[config.mk]
export PLATFORM = sky130hd
export DESIGN_NAME = fetcher_flat
export DESIGN_NICKNAME = d
export VERILOG_FILES = /design/src/rtl/fetcher_if.sv /design/src/rtl/fetcher.sv /design/src/flat_wrapper.sv
export SDC_FILE = /design/constraint.sdc
export NUM_CORES = 1
export LEC_CHECK = 0
export BUFFER_PORTS_ARGS = -buffer_cell sky130_fd_sc_hd__buf_2
export CAP_MARGIN = 10
export CORE_ASPECT_RATIO = 0.9
export CORE_MARGIN = 2
export CORE_UTILIZATION = 54
export DETAILED_ROUTE_END_ITERATION = 7
export HOLD_SLACK_MARGIN = 0.05
export PLACE_DENSITY = 0.73
export SLEW_MARGIN = 20
export SYNTH_ARGS = -nofsm -noshare
export SYNTH_HDL_FRONTEND = slang
export SYNTH_SLANG_ARGS = --single-unit
[constraint.sdc]
create_clock -name clk -period 15.4 [get_ports clk]
set_input_delay 3.08 -clock clk [delete_from_list [all_inputs] [get_ports clk]]
set_output_delay 3.08 -clock clk [all_outputs]
set_load 0.01 [all_outputs]
[src/rtl/fetcher_if.sv]
// Fetch-side bus bundle: flush/redirect, memory request/response and issue handshake.
// The master modport is the fetcher's view of the bus, and the slave modport is its environment's view.
interface fetcher_if;
  logic        has_misbranch;
  logic [31:0] correct_pc;
  logic        mem_req;
  logic [31:0] mem_addr;
  logic        mem_done;
  logic [31:0] mem_inst;
  logic        issue_ready;
  logic [31:0] inst;
  logic [31:0] pc;
  logic        can_issue;
  logic        out_has_jump;

  modport master (
    input  has_misbranch, correct_pc, mem_done, mem_inst, issue_ready,
    output mem_req, mem_addr, inst, pc, can_issue, out_has_jump
  );

  modport slave (
    output has_misbranch, correct_pc, mem_done, mem_inst, issue_ready,
    input  mem_req, mem_addr, inst, pc, can_issue, out_has_jump
  );
endinterface

[src/rtl/fetcher.sv]
// Instruction fetcher: IDLE/WAIT/DROP fetch FSM feeding a 4-entry queue toward issue.
// Define FETCH_BTFN_PREDICT_EN to predict backward B-type branches taken.
module fetcher (
  input  logic      clk,
  input  logic      rst,
  input  logic      rdy,
  fetcher_if.master bus
);

  localparam logic [1:0] ST_IDLE = 2'd0;
  localparam logic [1:0] ST_WAIT = 2'd1;
  localparam logic [1:0] ST_DROP = 2'd2;

  // Returns {jump, next_pc} for a word fetched at fpc.
  function automatic logic [32:0] predict(input logic [31:0] w, input logic [31:0] fpc);
    logic [31:0] j_imm;
    logic [32:0] res;
    j_imm = {{12{w[31]}}, w[19:12], w[20], w[30:21], 1'b0};
    res   = {1'b0, fpc + 32'd4};
    if (w[6:0] == 7'b1101111) begin
      res = {1'b1, fpc + j_imm};
    end else if (w[6:0] == 7'b1100011) begin
`ifdef FETCH_BTFN_PREDICT_EN
      if (w[31]) begin
        res = {1'b1, fpc + {{20{w[31]}}, w[7], w[30:25], w[11:8], 1'b0}};
      end else begin
        res = {1'b0, fpc + 32'd4};
      end
`else
      res = {1'b0, fpc + 32'd4};
`endif
    end else begin
      res = {1'b0, fpc + 32'd4};
    end
    return res;
  endfunction

  logic [1:0]  state_q, state_d;
  logic [31:0] fetch_pc_q, fetch_pc_d;
  logic [1:0]  head_q, head_d;
  logic [1:0]  tail_q, tail_d;
  logic [2:0]  count_q, count_d;
  logic [64:0] queue_q [4];
  logic [64:0] queue_d [4];
  logic        mem_req_q, mem_req_d;
  logic [31:0] mem_addr_q, mem_addr_d;
  logic        can_issue_q, can_issue_d;
  logic [31:0] inst_q, inst_d;
  logic [31:0] pc_q, pc_d;
  logic        jump_q, jump_d;
  logic        push_s, pop_s;
  logic [32:0] pred_s;

  assign push_s = (state_q == ST_WAIT) && bus.mem_done;
  assign pop_s  = (count_q != 3'd0) && bus.issue_ready;
  assign pred_s = predict(bus.mem_inst, fetch_pc_q);

  // Next-state logic for the FSM, queue and issue outputs.
  always_comb begin
    state_d     = state_q;
    fetch_pc_d  = fetch_pc_q;
    head_d      = head_q;
    tail_d      = tail_q;
    count_d     = count_q;
    queue_d     = queue_q;
    mem_req_d   = mem_req_q;
    mem_addr_d  = mem_addr_q;
    can_issue_d = can_issue_q;
    inst_d      = inst_q;
    pc_d        = pc_q;
    jump_d      = jump_q;
    if (!rdy) begin
      state_d = state_q;
    end else if (bus.has_misbranch) begin
      // Flush: an outstanding request must still be drained before refetching.
      head_d      = 2'd0;
      tail_d      = 2'd0;
      count_d     = 3'd0;
      can_issue_d = 1'b0;
      fetch_pc_d  = bus.correct_pc;
      if ((state_q == ST_WAIT || state_q == ST_DROP) && !bus.mem_done) begin
        state_d = ST_DROP;
      end else begin
        state_d   = ST_IDLE;
        mem_req_d = 1'b0;
      end
    end else begin
      can_issue_d = 1'b0;
      if (pop_s) begin
        {inst_d, pc_d, jump_d} = queue_q[head_q];
        head_d      = head_q + 2'd1;
        can_issue_d = 1'b1;
      end else begin
        head_d = head_q;
      end
      if (push_s) begin
        queue_d[tail_q] = {bus.mem_inst, fetch_pc_q, pred_s[32]};
        tail_d          = tail_q + 2'd1;
      end else begin
        tail_d = tail_q;
      end
      count_d = count_q + {2'b00, push_s} - {2'b00, pop_s};
      case (state_q)
        ST_IDLE: begin
          if (count_q < 3'd4) begin
            state_d    = ST_WAIT;
            mem_req_d  = 1'b1;
            mem_addr_d = fetch_pc_q;
          end else begin
            state_d = ST_IDLE;
          end
        end
        ST_WAIT: begin
          if (bus.mem_done) begin
            fetch_pc_d = pred_s[31:0];
            state_d    = ST_IDLE;
            mem_req_d  = 1'b0;
          end else begin
            state_d = ST_WAIT;
          end
        end
        ST_DROP: begin
          if (bus.mem_done) begin
            state_d   = ST_IDLE;
            mem_req_d = 1'b0;
          end else begin
            state_d = ST_DROP;
          end
        end
        default: begin
          state_d   = ST_IDLE;
          mem_req_d = 1'b0;
        end
      endcase
    end
  end

  // State registers with asynchronous reset.
  always_ff @(posedge clk or posedge rst) begin
    if (rst) begin
      state_q     <= ST_IDLE;
      fetch_pc_q  <= 32'd0;
      head_q      <= 2'd0;
      tail_q      <= 2'd0;
      count_q     <= 3'd0;
      for (int i = 0; i < 4; i++) begin
        queue_q[i] <= 65'd0;
      end
      mem_req_q   <= 1'b0;
      mem_addr_q  <= 32'd0;
      can_issue_q <= 1'b0;
      inst_q      <= 32'd0;
      pc_q        <= 32'd0;
      jump_q      <= 1'b0;
    end else begin
      state_q     <= state_d;
      fetch_pc_q  <= fetch_pc_d;
      head_q      <= head_d;
      tail_q      <= tail_d;
      count_q     <= count_d;
      queue_q     <= queue_d;
      mem_req_q   <= mem_req_d;
      mem_addr_q  <= mem_addr_d;
      can_issue_q <= can_issue_d;
      inst_q      <= inst_d;
      pc_q        <= pc_d;
      jump_q      <= jump_d;
    end
  end

  assign bus.mem_req      = mem_req_q;
  assign bus.mem_addr     = mem_addr_q;
  assign bus.can_issue    = can_issue_q;
  assign bus.inst         = inst_q;
  assign bus.pc           = pc_q;
  assign bus.out_has_jump = jump_q;

endmodule

[src/flat_wrapper.sv]
// flat-port wrapper written by rule: the top's interface ports become plain ports
module fetcher_flat 
  (clk, rst, rdy, bus_has_misbranch, bus_correct_pc, bus_mem_done, bus_mem_inst, bus_issue_ready, bus_mem_req, bus_mem_addr, bus_inst, bus_pc, bus_can_issue, bus_out_has_jump);
  fetcher_if bus_i ();
  input  logic clk;
  input  logic rst;
  input  logic rdy;
  input wire logic [$bits(bus_i.has_misbranch)-1:0] bus_has_misbranch;
  input wire logic [$bits(bus_i.correct_pc)-1:0] bus_correct_pc;
  input wire logic [$bits(bus_i.mem_done)-1:0] bus_mem_done;
  input wire logic [$bits(bus_i.mem_inst)-1:0] bus_mem_inst;
  input wire logic [$bits(bus_i.issue_ready)-1:0] bus_issue_ready;
  output wire logic [$bits(bus_i.mem_req)-1:0] bus_mem_req;
  output wire logic [$bits(bus_i.mem_addr)-1:0] bus_mem_addr;
  output wire logic [$bits(bus_i.inst)-1:0] bus_inst;
  output wire logic [$bits(bus_i.pc)-1:0] bus_pc;
  output wire logic [$bits(bus_i.can_issue)-1:0] bus_can_issue;
  output wire logic [$bits(bus_i.out_has_jump)-1:0] bus_out_has_jump;
  assign bus_i.has_misbranch = bus_has_misbranch;
  assign bus_i.correct_pc = bus_correct_pc;
  assign bus_i.mem_done = bus_mem_done;
  assign bus_i.mem_inst = bus_mem_inst;
  assign bus_i.issue_ready = bus_issue_ready;
  assign bus_mem_req = bus_i.mem_req;
  assign bus_mem_addr = bus_i.mem_addr;
  assign bus_inst = bus_i.inst;
  assign bus_pc = bus_i.pc;
  assign bus_can_issue = bus_i.can_issue;
  assign bus_out_has_jump = bus_i.out_has_jump;
  fetcher u_core (.clk(clk), .rst(rst), .rdy(rdy), .bus(bus_i));
endmodule
==> results of run 1 <==
## sequential cells by signal, summed over array words and instances, names as in the netlist
signal / cells
u_core.bus.out_has_jump: 1
u_core.fetch_pc_q: 32
u_core.bus.can_issue: 1
u_core.tail_q: 2
u_core.bus.mem_addr: 32
u_core.bus.pc: 32
u_core.bus.mem_req: 1
u_core.state_q: 2
u_core.count_q: 3
u_core.queue_q: 260
u_core.bus.inst: 32
u_core.head_q: 2
## final timing paths
check / startpoint / endpoint / slack (ps) / cells past startpoint
min in group asynchronous: rst / u_core.bus.inst[25] / 2660 / 2
hold / removal: u_core.bus.can_issue / u_core.bus.can_issue / 480 / 1
hold reg to reg: u_core.bus.can_issue / u_core.bus.can_issue / 480 / 1
max in group asynchronous: rst / u_core.bus.inst[2] / 10430 / 4
setup reg to reg: u_core.fetch_pc_q[1] / u_core.fetch_pc_q[23] / 12080 / 12
setup / recovery: bus_has_misbranch / u_core.queue_q[220] / 9500 / 8
## layer usage
| layer | part of all wire [%] | global-route usage [%] |
|---|---|---|
| met5 | 0.028 | 0 |
| met4 | 2.7 | 7.01 |
| met3 | 5.2 | 3.64 |
| met2 | 47 | 40.3 |
| met1 | 46 | 36.5 |
## logic make-up after synthesis
family | Yosys count | share of synthesized area (%)
xor gates and xnor gates | 42 | 1.92
buffers and inverters | 122 | 2.58
and+or+nand+nor | 192 | 4.77
AOI/OAI and AO/OA | 230 | 7.67
muxes | 413 | 28.0
adders and majority gates | 43 | 2.88
DFF | 400 | 52.2
## through the flow
step / cell area, um^2 / total power, W / instances / util (%)
global route: 21700 / 0.00376 / 2066 / 61.9
global placement: 20400 / 0.00256 / 1991 / 58.1
CTS: 21700 / 0.00359 / 2066 / 61.8
finish: 21700 / 0.00356 / 2066 / 61.9
detailed placement: 20400 / 0.00260 / 1991 / 58.1
floorplan: 19200 / 0.00226 / 1442 / -
## final cells by class
cell class | instances | share of cell area [%]
Clock inverter | 17 | 0.583
Clock buffer | 58 | 5.49
Sequential cell | 400 | 46.2
Tap cell | 469 | 2.71
Multi-Input combinational cell | 920 | 40.3
Inverter | 20 | 0.381
Timing Repair Buffer | 182 | 4.36
## placed cells by master, fill, tap and decap left out, types with 5 or more instances in the layout
cell type and n:
and3_1 11, o22ai_1 8, a31oi_1 9, buf_4 14, ha_1 41, nor3_1 6
buf_2 168, mux2_2 347, a21oi_1 61, clkbuf_1 8, nor2_1 39, o21ai_0 63
a22oi_1 8, and4_1 10, clkinv_2 8, xor2_1 18, a211oi_1 6, dfrtp_1 398
a21o_1 16, xnor2_1 24, clkbuf_16 42, nand4_1 8, mux4_2 65, nand2b_1 5
inv_6 5, clkbuf_8 8, nand3_1 20, inv_1 18, nand2_1 72
## critical path, delay by kind of cell
kind / cells / cell delay (ps)
AND/OR/NAND/NOR: 3 / 1020
multiplexers: 1 / 400
buffers and inverters: 4 / 1740
## power groups by stage
stage / logic, W / clock network (W) / registers [W]
finish: 0.00100 / 0.000973 / 0.00159
detailed placement: 0.00100 / 0 / 0.00160
floorplan: 0.000720 / 0 / 0.00154
global route: 0.00110 / 0.00104 / 0.00163
CTS: 0.00101 / 0.000989 / 0.00158
global placement: 0.000978 / 0 / 0.00158
==> impl_metrics.toml, run 1 <==
[cts]
cts.sinks = 400
post_cts_resize_count = 0
post_cts_buffers = 0
clk_latency_ps = 540
hold_buffers = 0
clk_pin_slew_ps = 60
htree_levels = 2
clockRootBuffer = "clkbuf_16"
clockBufferDepth = 3
cts_tree = "built"
cts_buffers = 42

[floorplan]
die_w_um = 203
core_area_mm2 = 0.0351
die_y_um = 183
rows = 65
fp.dieArea_mm2 = 0.0371
initial_core_util_pct = 54.8
pin_count = 169

[worst_setup_path]
critPathMostFrequentCell = "buf_4"
critPathLaunchType = "input port"
crit_required_ps = 15820
slowest_stage = "nand2_2"
worst_setup_path_end_kind = "flip-flop"
slowest_delay_ps = 670
path_class = "in2reg"
cp_cell_sequence = "buf_2 -> inv_1 -> nand2_1 -> nor2_1 -> buf_4 -> nand2_2 -> buf_4 -> mux2_2"
cp.arrival_ps = 6320
path_max_fanout = 38

[final_layout]
diodes = 0
nets = 1679
regArea_mm2 = 0.0100
multi_input_area_mm2 = 0.00874
drive_gt1_share_pct = 42.8
area_growth_pct = 13.0
final.fill_count = 2736

[power_and_ir_drop]
ir_worst_vdd_mv = 0.105
powerDensity_mw_per_mm2 = 164
clkPwrFrac_pct = 27.3
p_comb_share_pct = 28.2
seqPwrFrac_pct = 44.5
swShare_pct = 31.0
switchingPower_w = 0.00110
power.internal_w = 0.00246
leakage_nw = 10.4

[place]
post-place-ws_ps = 9010
dp_hpwl_um = 29500
port_buffers = 168
gp_congestion = 0.890

[logic_synthesis]
yosys.area.top_type_share_pct = 52.2
yosysTopAreaCell = "dfrtp_1"
synth.most_common_cell = "dfrtp_1"
yosys_warnings = 0
syn_area_per_cell_um2 = 13.3
syn-instance-count = 1442
syn-cell-area_mm2 = 0.0192
synthTopCellsByCount = "dfrtp_1, mux2_2, nand2_1"
ys_seq_area_share_pct = 52.2
ys_ff_latch = 400
yosys-top-cells-area = "dfrtp_1, mux2_2, mux4_2"
synth_edf_count = 0
async_reset_ff_share_pct = 100
ys_types = 70
syn_nets = 1555
ys.flop_type = "dfrtp_1"

[routing]
vias_per_cell = 6.09
ant_nets = 0
first_pass_iters = 5
drc = 0
routed_wirelength_um = 45800
routedWlPerCell_um = 22.1
vias = 12600
drt_iter0_markers = 839

[sta]
whs_ps = 476
layout_setup_ws_ps = 9500
slew_viol_final = 0
finalSetupViolations = 0
fin_skew_ps = 17.5
slew_headroom_pct = 30.9
tns_ps = 0
worst_slew_pin_slew_ps = 1030
timing.final.crit_share_pct = 38.3
max_freq_ghz = 0.170
period_needed_ps = 5900
hold_viol_final = 0
rsz0062_at_grt = "no"

[outcome]
status = "completed"

[grt]
grt_pass1_vias = 13000
track_usage_pct = 25.2
grt_max_degree = 115
antenna_found_initial = 1
grt_pass1_wl_um = 73300
overflow = 0

[flow_run]
maxCapViolCount = 0

[worst_hold_path]
hold_class = "reg2reg"
Note: power is estimated with default switching activity, not from simulation.
==> run 2, diff against run 1 <==
--- a/config.mk
+++ b/config.mk
@@ -5,6 +5,7 @@
 export SDC_FILE = /design/constraint.sdc
 export NUM_CORES = 1
 export LEC_CHECK = 0
+export ABC_AREA = 1
 export BUFFER_PORTS_ARGS = -buffer_cell sky130_fd_sc_hd__buf_2
 export CAP_MARGIN = 10
 export CORE_ASPECT_RATIO = 0.9
@@ -12,7 +13,7 @@
 export CORE_UTILIZATION = 54
 export DETAILED_ROUTE_END_ITERATION = 7
 export HOLD_SLACK_MARGIN = 0.05
-export PLACE_DENSITY = 0.73
+export PLACE_DENSITY = 0.76
 export SLEW_MARGIN = 20
 export SYNTH_ARGS = -nofsm -noshare
 export SYNTH_HDL_FRONTEND = slang
==> constraint.sdc (replaced) <==
create_clock -name clk -period 5.2 [get_ports clk]
set_input_delay 1.04 -clock clk [delete_from_list [all_inputs] [get_ports clk]]
set_output_delay 1.04 -clock clk [all_outputs]
set_load 0.01 [all_outputs]
==> run 2 against run 1 <==
  * Power increased to 3.1 times the previous value
  * Non-clock buffer count increased by 6
  * Count of clock-buffer cells in the layout increased by 9
  * Setup slack got worse by 7200 ps
  * Cell count increased by 54%
  * Critical path depth unchanged
  * Critical path type unchanged
==> impl_metrics.toml, run 2 <==
[logic_synthesis]
ys_ff_latch = 400
syn-cell-area_mm2 = 0.0200
syn-instance-count = 2582
yosysTopAreaCell = "dfrtp_1"
syn_nets = 2695
yosys_warnings = 0
yosys-top-cells-area = "dfrtp_1, nand2_1, o21ai_0"
synthTopCellsByCount = "nand2_1, dfrtp_1, o21ai_0"
syn_area_per_cell_um2 = 7.76
ys_types = 42
synth_edf_count = 0
async_reset_ff_share_pct = 100
ys.flop_type = "dfrtp_1"
yosys.area.top_type_share_pct = 49.9
ys_seq_area_share_pct = 49.9
synth.most_common_cell = "nand2_1"

[grt]
overflow = 0
grt_max_degree = 168
antenna_found_initial = 0
track_usage_pct = 29.8
grt_pass1_vias = 17300
grt_pass1_wl_um = 93100

[routing]
ant_nets = 0
vias = 18200
drc = 0
routed_wirelength_um = 58200
vias_per_cell = 5.71
first_pass_iters = 5
drt_iter0_markers = 1841
routedWlPerCell_um = 18.3

[cts]
htree_levels = 2
cts.sinks = 400
clk_pin_slew_ps = 60
cts_tree = "built"
cts_buffers = 41
clockBufferDepth = 3
clockRootBuffer = "clkbuf_16"
post_cts_buffers = 0
post_cts_resize_count = 0
hold_buffers = 0
clk_latency_ps = 540

[power_and_ir_drop]
seqPwrFrac_pct = 40.4
p_comb_share_pct = 33.2
leakage_nw = 11.5
clkPwrFrac_pct = 26.5
power.internal_w = 0.00684
swShare_pct = 37.9
power_w = 0.0110
ir_worst_vdd_mv = 0.242
powerDensity_mw_per_mm2 = 492
switchingPower_w = 0.00417

[place]
port_buffers = 168
gp_congestion = 0.995
dp_hpwl_um = 38900
post-place-ws_ps = 1870

[sta]
timing.final.crit_share_pct = 55.2
slew_viol_final = 0
period_needed_ps = 2870
max_freq_ghz = 0.348
worst_slew_pin_slew_ps = 1080
whs_ps = 465
finalSetupViolations = 0
fin_skew_ps = 18.0
tns_ps = 0
layout_setup_ws_ps = 2330
hold_viol_final = 0
rsz0062_at_grt = "no"
slew_headroom_pct = 27.7

[worst_setup_path]
crit_required_ps = 5640
cp.arrival_ps = 3310
path_max_fanout = 95
critPathLaunchType = "input port"
path_class = "in2reg"
worst_setup_path_end_kind = "flip-flop"

[floorplan]
core_area_mm2 = 0.0363
rows = 66
die_y_um = 187
initial_core_util_pct = 55.2
pin_count = 169
fp.dieArea_mm2 = 0.0387
die_w_um = 207

[worst_hold_path]
hold_class = "reg2reg"

[final_layout]
top_register = "u_core.queue_q"
area_growth_pct = 11.6
fin_util_pct = 61.6
nets = 2791
final_cell_mix = "nand2_1, dfrtp_1, o21ai_0"
drive_gt1_share_pct = 10.3
final_common_cell = "nand2_1"
largest_reg_flops = 260

[outcome]
status = "completed"

[flow_run]
maxCapViolCount = 0
==> run 2: changes by cell type after synthesis, moves of 62 or more <==
cell	change
nand2_1	+765
mux2_2	-347
o21ai_0	+260
nor2_1	+171
inv_1	+168
o21ai_1	+139
mux4_2	-65
o22ai_1	+62
==> run 2: per-layer routing <==
layer	vias up	track usage (%)	part of all wire, %
met5	-	0	0
met4	0	9.75	2.9
met3	109	4.83	8.6
met2	777	46.7	45
met1	8721	42.6	43
li1	8576	-	-
==> run 2: final cells by class <==
| cell class | instances | area (um^2) |
|---|---|---|
| multi-input cells | 1853 | 8670 |
| diodes | 1 | 2.50 |
| inverters | 194 | 733 |
| repair buffers | 188 | 1020 |
| clock buffers | 67 | 1230 |
| flip-flops and latches | 400 | 10000 |
| well taps | 476 | 596 |
| fillers | 3251 | 14000 |
| clock inverters | 8 | 91.3 |
==> run 2: cell families after synthesis <==
| group | after synthesis | share of synthesized area (%) |
|---|---|---|
| adders and majority gates | 43 | 2.76 |
| AOI/OAI and AO/OA | 616 | 16.1 |
| xor gates and xnor gates | 20 | 0.874 |
| buffers and inverters | 329 | 6.95 |
| DFF | 400 | 49.9 |
| and+or+nand+nor | 1174 | 23.3 |
==> run 2: metrics by stage <==
| step | area [um^2] | cells |
|---|---|---|
| 3_5_place_dp | 21000 | 3111 |
| 5_1_grt | 22400 | 3186 |
| 3_3_place_gp | 21000 | 3111 |
| 2_1_floorplan | 20000 | 2582 |
| 6_report | 22400 | 3187 |
| 4_1_cts | 22400 | 3186 |
==> run 2: critical path, stage by stage <==
cell and delay [ps]:
buf_2 490, nor2_4 130, inv_2 180, nor2_8 90, nand2_4 770, buf_4 390, nand2_1 70, o21ai_1 80
==> run 2: worst paths after layout <==
path                                 startpoint               endpoint  slack [ps]  cells past startpoint
max                           bus_has_misbranch     u_core.queue_q[22]        2330                      8
min                            u_core.bus.pc[7]       u_core.bus.pc[7]         460                      2
max reg2reg                u_core.fetch_pc_q[2]  u_core.fetch_pc_q[31]        2340                     16
min reg2reg                    u_core.bus.pc[7]       u_core.bus.pc[7]         460                      2
max in group asynchronous                   rst       u_core.head_q[0]        3440                      3
min in group asynchronous                   rst     u_core.queue_q[58]         500                      2
==> run 2: power groups by stage <==
stage | clock network, W | logic [W] | registers, W
finish | 0.00291 | 0.00365 | 0.00445
detailed placement | 0 | 0.00360 | 0.00448
floorplan | 0 | 0.00239 | 0.00447
global placement | 0 | 0.00352 | 0.00445
global route | 0.00307 | 0.00413 | 0.00454
CTS | 0.00295 | 0.00363 | 0.00443
==> run 3, diff against run 2 <==
--- a/config.mk
+++ b/config.mk
@@ -5,7 +5,7 @@
 export SDC_FILE = /design/constraint.sdc
 export NUM_CORES = 1
 export LEC_CHECK = 0
-export ABC_AREA = 1
+export ABC_AREA = 0
 export BUFFER_PORTS_ARGS = -buffer_cell sky130_fd_sc_hd__buf_2
 export CAP_MARGIN = 10
 export CORE_ASPECT_RATIO = 0.9
==> constraint.sdc (replaced) <==
create_clock -name clk -period 2.5 [get_ports clk]
set_input_delay 0.5 -clock clk [delete_from_list [all_inputs] [get_ports clk]]
set_output_delay 0.5 -clock clk [all_outputs]
set_load 0.01 [all_outputs]
==> run 3 against run 2 <==
  * Die area down 4.1%
  * Critical path depth increased by 5
  * Routed wire length down 18%
  * Setup slack worse by 2500 ps
  * Highest routed layer is now met5
  * The flow now finishes with violations (setup timing)
  * Clock skew decreased by 3.8 ps
  * Non-clock buffer count up 141
  * Register-to-register slack worse by 2500 ps
  * Core utilization up 5.4 points
==> impl_metrics.toml, run 3 (synthesis gave the netlist of run 1 again) <==
[worst_setup_path]
critPathLaunchType = "flip-flop"
path_max_fanout = 3
path_class = "reg2reg"
worst_setup_path_end_kind = "flip-flop"
crit_required_ps = 2930
slowest_delay_ps = 420
cp_cell_sequence = "ha_2 -> inv_2 -> fa_2 -> nor2b_4 -> o31ai_2 -> a21oi_2 -> buf_4 -> a21oi_4 -> a31oi_4 -> xnor2_2 -> nand2_1 -> a31o_2 -> a32o_1"
slowest_stage = "dfrtp_1"
cp.arrival_ps = 3100

[grt]
grt_max_degree = 140
track_usage_pct = 26.1
grt_pass1_wl_um = 75600
overflow = 0
grt_pass1_vias = 13500
antenna_found_initial = 6

[routing]
drc = 0
vias_per_cell = 5.95
wl_met2_um = 22000
vias = 13200
first_pass_iters = 5
drt_iter0_markers = 973
wl_met3_um = 2900
wl_met1_um = 21600
routedWlPerCell_um = 21.5
routed.top_layer = "met5"
ant_nets = 0
routed_wirelength_um = 47700

[sta]
max_freq_ghz = 0.375
layout_setup_ws_ps = -169
hold_viol_final = 0
worst_slew_pin_slew_ps = 796
slew_headroom_pct = 46.9
period_needed_ps = 2670
slew_viol_final = 0
finalSetupViolations = 13
timing.final.crit_share_pct = 107
rsz0062_at_grt = "yes"
fin_skew_ps = 14.2

[cts]
clockBufferDepth = 3
cts.sinks = 400
clk_pin_slew_ps = 60
cts_tree = "built"
cts_buffers = 42
clockRootBuffer = "clkbuf_16"
htree_levels = 2
clk_latency_ps = 540

[place]
port_buffers = 168
post-place-ws_ps = -572
gp_congestion = 0.947
dp_hpwl_um = 32300
dp.cells = 2125

[final_layout]
area_growth_pct = 22.2
final.fill_count = 2573
top_register = "u_core.queue_q"
final_common_cell = "dfrtp_1"
drive_gt1_share_pct = 50.9
fin_cells = 2219
regArea_mm2 = 0.0100
final_cell_mix = "dfrtp_1, mux2_2, buf_2"
multi_input_area_mm2 = 0.00912
nets = 1826
fin_util_pct = 66.9
largest_reg_flops = 260

[power_and_ir_drop]
power_w = 0.0231
powerDensity_mw_per_mm2 = 983
leakage_nw = 11.3
ir_worst_vdd_mv = 0.804

[floorplan]
pin_count = 169
initial_core_util_pct = 54.8
die_w_um = 203
die_y_um = 183
fp.dieArea_mm2 = 0.0371
rows = 65
core_area_mm2 = 0.0351

[flow_run]
maxCapViolCount = 0

[outcome]
violations = "setup timing"
status = "finished with violations"

[worst_hold_path]
hold_class = "in2async"
-- run 3: path summary, 6_finish.rpt --
kind | startpoint | endpoint | slack, ps | cells past startpoint
max in group asynchronous | rst | u_core.bus.pc[29] | 1700 | 3
max reg2reg | u_core.fetch_pc_q[1] | u_core.fetch_pc_q[23] | -170 | 13
min in group clk | bus_correct_pc[0] | u_core.fetch_pc_q[0] | 190 | 3
min | rst | u_core.bus.inst[22] | 60 | 3
max | u_core.fetch_pc_q[1] | u_core.fetch_pc_q[23] | -170 | 13
min reg2reg | u_core.bus.can_issue | u_core.bus.can_issue | 480 | 1
-- run 3: where the power goes --
group          switching (W)  internal [W]
combinational        0.00339       0.00411
sequential           0.00107       0.00835
clock                0.00258       0.00356
-- run 3: layer usage --
metal / vias to the layer above / GRT usage (%)
met2: 412 / 40.5
met3: 89 / 5.15
met4: 2 / 8.55
li1: 5872 / -
met1: 6828 / 37.4
met5: - / 0
-- run 3: final cells by class --
cell class / instances / area share (%)
multi-input combinational: 920 / 38.9
inverter: 20 / 0.336
tap: 469 / 2.50
clock buffer: 59 / 5.10
antenna: 6 / 0.0640
clock inverter: 16 / 0.710
sequential: 400 / 42.7
timing repair buffer: 329 / 9.66
-- run 3: worst max-delay path, delay by kind of cell (launching register included) --
| family | cells | cell delay [ps] |
|---|---|---|
| flops | 1 | 420 |
| compound gates | 6 | 980 |
| buf+inv | 2 | 190 |
| simple gates | 2 | 230 |
| xor+xnor | 1 | 150 |
| fa+ha+maj | 2 | 580 |
-- run 3: repair_timing --
item | CTS | global route
gates resized for setup | 32 | 29
hold buffers | 0 | 0
buffers inserted | 8 | 5
pin swaps | 21 | 22
setup endpoints to repair | 16 | 19
-- run 3: per-stage QoR --
step	setup TNS [ps]	hold WS, ps	instance area (um^2)
floorplan	-1354540	445	19300
global placement	-5860	457	21600
detailed placement	-6350	467	21600
CTS	-377	57.3	23300
global route	-2360	73.1	23400
finish	-851	61.3	23500
